<file path="src/rtl/find_min.sv">
// Sequential minimum finder: captures N signed W-bit elements and scans one per cycle,
// presenting the smallest on result with a level done flag under a start handshake.
module find_min #(
    parameter int unsigned N = 8,
    parameter int unsigned W = 16
) (
    input  logic           clk,
    input  logic           rst_n,
    input  logic           start,
    input  logic [N*W-1:0] numbers,
    output logic           done,
    output logic [W-1:0]   result
);

    localparam int unsigned IdxW = $clog2(N);

    typedef enum logic [1:0] {
        StIdle,
        StLoad,
        StScan,
        StDone
    } state_t;

    state_t          state;
    logic [N*W-1:0]  data_buf;
    logic [W-1:0]    cur_min;
    logic [IdxW-1:0] idx;

    logic [W-1:0]    elem;
    logic [W-1:0]    scan_min;

    always_comb begin
        elem     = data_buf[idx*W +: W];
        // Strict less-than keeps the earlier element on ties.
        scan_min = ($signed(elem) < $signed(cur_min)) ? elem : cur_min;
    end

    always_ff @(posedge clk or negedge rst_n) begin
        if (!rst_n) begin
            state    <= StIdle;
            done     <= 1'b0;
            result   <= '0;
            data_buf <= '0;
            cur_min  <= '0;
            idx      <= '0;
        end else begin
            unique case (state)
                StIdle: begin
                    // numbers is not sampled here; the source may update it on this edge.
                    if (start) state <= StLoad;
                end
                StLoad: begin
                    if (!start) begin
                        state <= StIdle;
                    end else begin
                        data_buf <= numbers;
                        cur_min  <= numbers[W-1:0];
                        idx      <= IdxW'(1);
                        state    <= StScan;
                    end
                end
                StScan: begin
                    if (!start) begin
                        state <= StIdle;
                    end else begin
                        cur_min <= scan_min;
                        idx     <= idx + IdxW'(1);
                        if (idx == IdxW'(N - 1)) begin
                            result <= scan_min;
                            done   <= 1'b1;
                            state  <= StDone;
                        end
                    end
                end
                StDone: begin
                    // Holding start here does not retrigger; it must drop first.
                    if (!start) begin
                        done  <= 1'b0;
                        state <= StIdle;
                    end
                end
                default: state <= StIdle;
            endcase
        end
    end

endmodule

</file>
<file path="config.mk">
export PLATFORM = sky130hd
export DESIGN_NAME = find_min
export DESIGN_NICKNAME = d
export VERILOG_FILES = /design/src/rtl/find_min.sv
export SDC_FILE = /design/constraint.sdc
export NUM_CORES = 1
export LEC_CHECK = 0
export CORE_ASPECT_RATIO = 0.8
export CORE_UTILIZATION = 45
export CTS_CLUSTER_DIAMETER = 100
export DETAILED_ROUTE_END_ITERATION = 10
export GPL_TIMING_DRIVEN = 0
export PLACE_DENSITY_LB_ADDON = 0.08
export SLEW_MARGIN = 20
export SYNTH_ARGS = -nofsm -noshare
export SYNTH_HDL_FRONTEND = slang
export SYNTH_SLANG_ARGS = --single-unit
</file>
<file path="constraint.sdc">
create_clock -name clk -period 9.8 [get_ports clk]
set_input_delay 1.96 -clock clk [delete_from_list [all_inputs] [get_ports clk]]
set_output_delay 1.96 -clock clk [all_outputs]
set_load 0.03 [all_outputs]
</file>
==> qor.csv <==
stage,metric,value,unit
status,status,"finished, final reports clean",
timing,slew of the pin with the lowest slew margin,825,ps
clock_network,Max Root-Sink Buffers,2,
floorplan,die area,0.0184,mm2
clock_network,clk slew on worst S/H paths,60,ps
global_route,GR Overflow Total,0,
worst_setup_path,CP startpoint kind,flip-flop,
synthesis,ys flop type,dfrtp_1,
clock_network,PostCTS Resize Cnt,0,
worst_setup_path,CP endpoint kind,flip-flop,
timing,fmax,215,MHz
floorplan,Chip Height,122,um
worst_setup_path,WS Path Type,reg -> reg,
pwr,Pleak,4.44,nW
synthesis,Mapped Area,0.00805,mm2
finish,number of filler cells placed in the layout,1416,
finish,"Design Area, Final",0.0104,mm2
clock_network,setup repair bufs after CTS,0,
global_route,GRT Total Usage,22.4,%
floorplan,starting density of the core,46.2,%
detailed_routing,routed via count,5340,
finish,fin nets,905,
synthesis,YS warnings,0,
min_path,Worst Hold Class,reg -> reg,
clock_network,CTS root buffer,clkbuf_16,
synthesis,post-synthesis sequential area ratio,51.6,%
floorplan,Die W,151,um
floorplan,I/O pin count,148,
detailed_routing,Routed WL,19200,um
timing,clk_skew,6.94,ps
pwr,PwrDens,290,mW/mm2
place,dpl cell area,0.00982,mm2
timing,WHS,489,ps
detailed_routing,Vias/cell,5.36,
global_route,pin count of the biggest net entering global routing,101,
detailed_routing,Routed wire per std cell,19.3,um
finish,layout cell share with drive strength beyond 1,27.8,%
synthesis,synthesized area per cell,13.6,um2
synthesis,post-synth cell types,42,
place,placer's final routability congestion estimate,0.817,
timing,Relative slew margins,45.0,%
detailed_routing,Residual DRC,0,
timing,setup TNS,0,ps
detailed_routing,antenna-violating nets left,0,
synthesis,synthesized instance count,591,
clock_network,CTS tree,done,
timing,crit share post-route,47.5,%
worst_setup_path,CP required,10090,ps
synthesis,"Net Count, Synth",739,
detailed_routing,DRT iter0 DRCs,225,
clock_network,Skew-Pair Late Insertion Delay,420,ps
timing,final hold viol count,0,
synthesis,fraction of registers with async set/reset,100,%
floorplan,core region area,0.0174,mm2
timing,RSZ-0062 raised after global routing,no,
detailed_routing,DRT Pass-1 Iters,4,
timing,max-slew violation count,0,
place,port buffer count,146,
timing,min Tclk post-route,4650,ps
global_route,first-pass GRT wire length,30000,um
synthesis,Yosys reg bits,166,
global_route,initial antenna violation count,1,
pwr,maximum vdd drop,0.126,mV
timing,endpoints failing setup,0,
synthesis,Post-synth EDFFs,0,
clock_network,# H-tree levels,4,
global_route,vias in the first global route,5666,
flow_run,Max Cap Viol,0,
clock_network,clk sinks,166,
clock_network,CTS Hold Bufs,0,
worst_setup_path,CP arrival,4950,ps
floorplan,floorplan row count,43,
clock_network,TritonCTS buffer count,17,
worst_setup_path,Critical Path Fanout Max,10,
finish,area delta synth->final,28.8,%
place,post-DP HPWL,14800,um
-- Yosys cell counts (all sizes together), types with 2 or more instances --
cell / instances / share of area, %
mux2i: 32 / 4.0
mux4: 32 / 9.0
clkbuf: 27 / 1.3
dfrtp: 166 / 52
ha: 17 / 2.6
nand2b: 2 / 0.16
a21oi: 4 / 0.25
buf: 9 / 0.78
nand2: 55 / 2.6
a21boi: 3 / 0.42
a22oi: 2 / 0.19
mux2: 129 / 18
inv: 34 / 1.6
nor2b: 2 / 0.16
o221ai: 15 / 2.4
o21ai: 41 / 2.6
o22ai: 2 / 0.33
nand3: 2 / 0.12
nor2: 5 / 0.23
-- final cells by class --
type	count	area (um2)	area share (%)
inverter	34	128	1.23
multi-input combinational	355	3600	34.7
clock buffer	21	440	4.25
timing repair buffer	147	1490	14.4
sequential	166	4150	40.1
clock inverter	11	103	0.990
buffer	36	164	1.58
tap	225	282	2.72
antenna	1	2.50	0.0241
-- where the power goes --
part,switching [mW],internal (mW),leakage (nW)
clock network,0.273,0.350,0.258
registers,0.118,0.921,2.00
logic,0.669,0.676,2.19
total,1.06,1.95,4.44
-- state kept, by name, indices dropped and copies added (netlist names) --
signal / flops
data_buf: 128
cur_min: 16
result: 16
idx: 3
state: 2
done: 1
-- layer usage --
metal	share of wire, %	GRT usage (%)	up-vias
met4	0.88	6.37	0
met2	48	35.4	149
met1	45	30.7	2693
met5	0	0	-
li1	-	-	2484
met3	6.7	5.58	14
-- cell families after synthesis --
| group | share of synthesized area (%) |
|---|---|
| AO/OA/AOI/OAI | 7.42 |
| buffers and inverters | 3.62 |
| AND/OR/NAND/NOR | 3.64 |
| multiplexers | 31.0 |
| adder cells (fa/ha/maj) | 2.64 |
| flip-flops | 51.6 |
-- final timing paths --
| check | start | end | slack (ps) | depth (start not counted) |
|---|---|---|---|---|
| setup reg to reg | idx[1] | result[14] | 5150 | 13 |
| max in group asynchronous | rst_n | data_buf[29] | 7420 | 2 |
| setup / recovery | idx[1] | result[14] | 5150 | 13 |
| hold reg to reg | result[0] | result[0] | 490 | 2 |
| hold / removal | result[0] | result[0] | 490 | 2 |
| min in group asynchronous | rst_n | result[2] | 1490 | 1 |
-- critical path, stage by stage (launching register included) --
cell and delay [ps]:
dfrtp_1 350, clkbuf_1 340, buf_1 670, mux4_2 580, mux2i_1 320, inv_1 110
ha_1 350, nand4_1 140, nor3_1 380, o21ai_1 280, o22ai_4 400, buf_6 240
mux2i_1 260, o21ai_1 90
-- placed cells by master (no fill, tap or decap), types with 18 or more instances in the layout --
master	n
clkbuf_1	31
clkdlybuf4s50_1	145
mux2_2	128
mux4_2	32
nand2_1	55
mux2i_1	32
inv_1	33
o21ai_1	18
o21ai_0	22
dfrtp_1	166
-- metrics by stage --
stage | total power [mW] | setup WS (ps) | utilization, % | std cells
after global placement | 2.37 | 73.4 | 56.2 | 962
final | 3.01 | 5150 | 59.5 | 996
after detailed placement | 2.41 | 5120 | 56.3 | 963
after CTS | 3.04 | 5100 | 59.5 | 995
after floorplan | 2.02 | 6150 | - | 591
after global routing | 3.21 | 4730 | 59.5 | 995
Note: power is estimated with default switching activity, not from simulation.
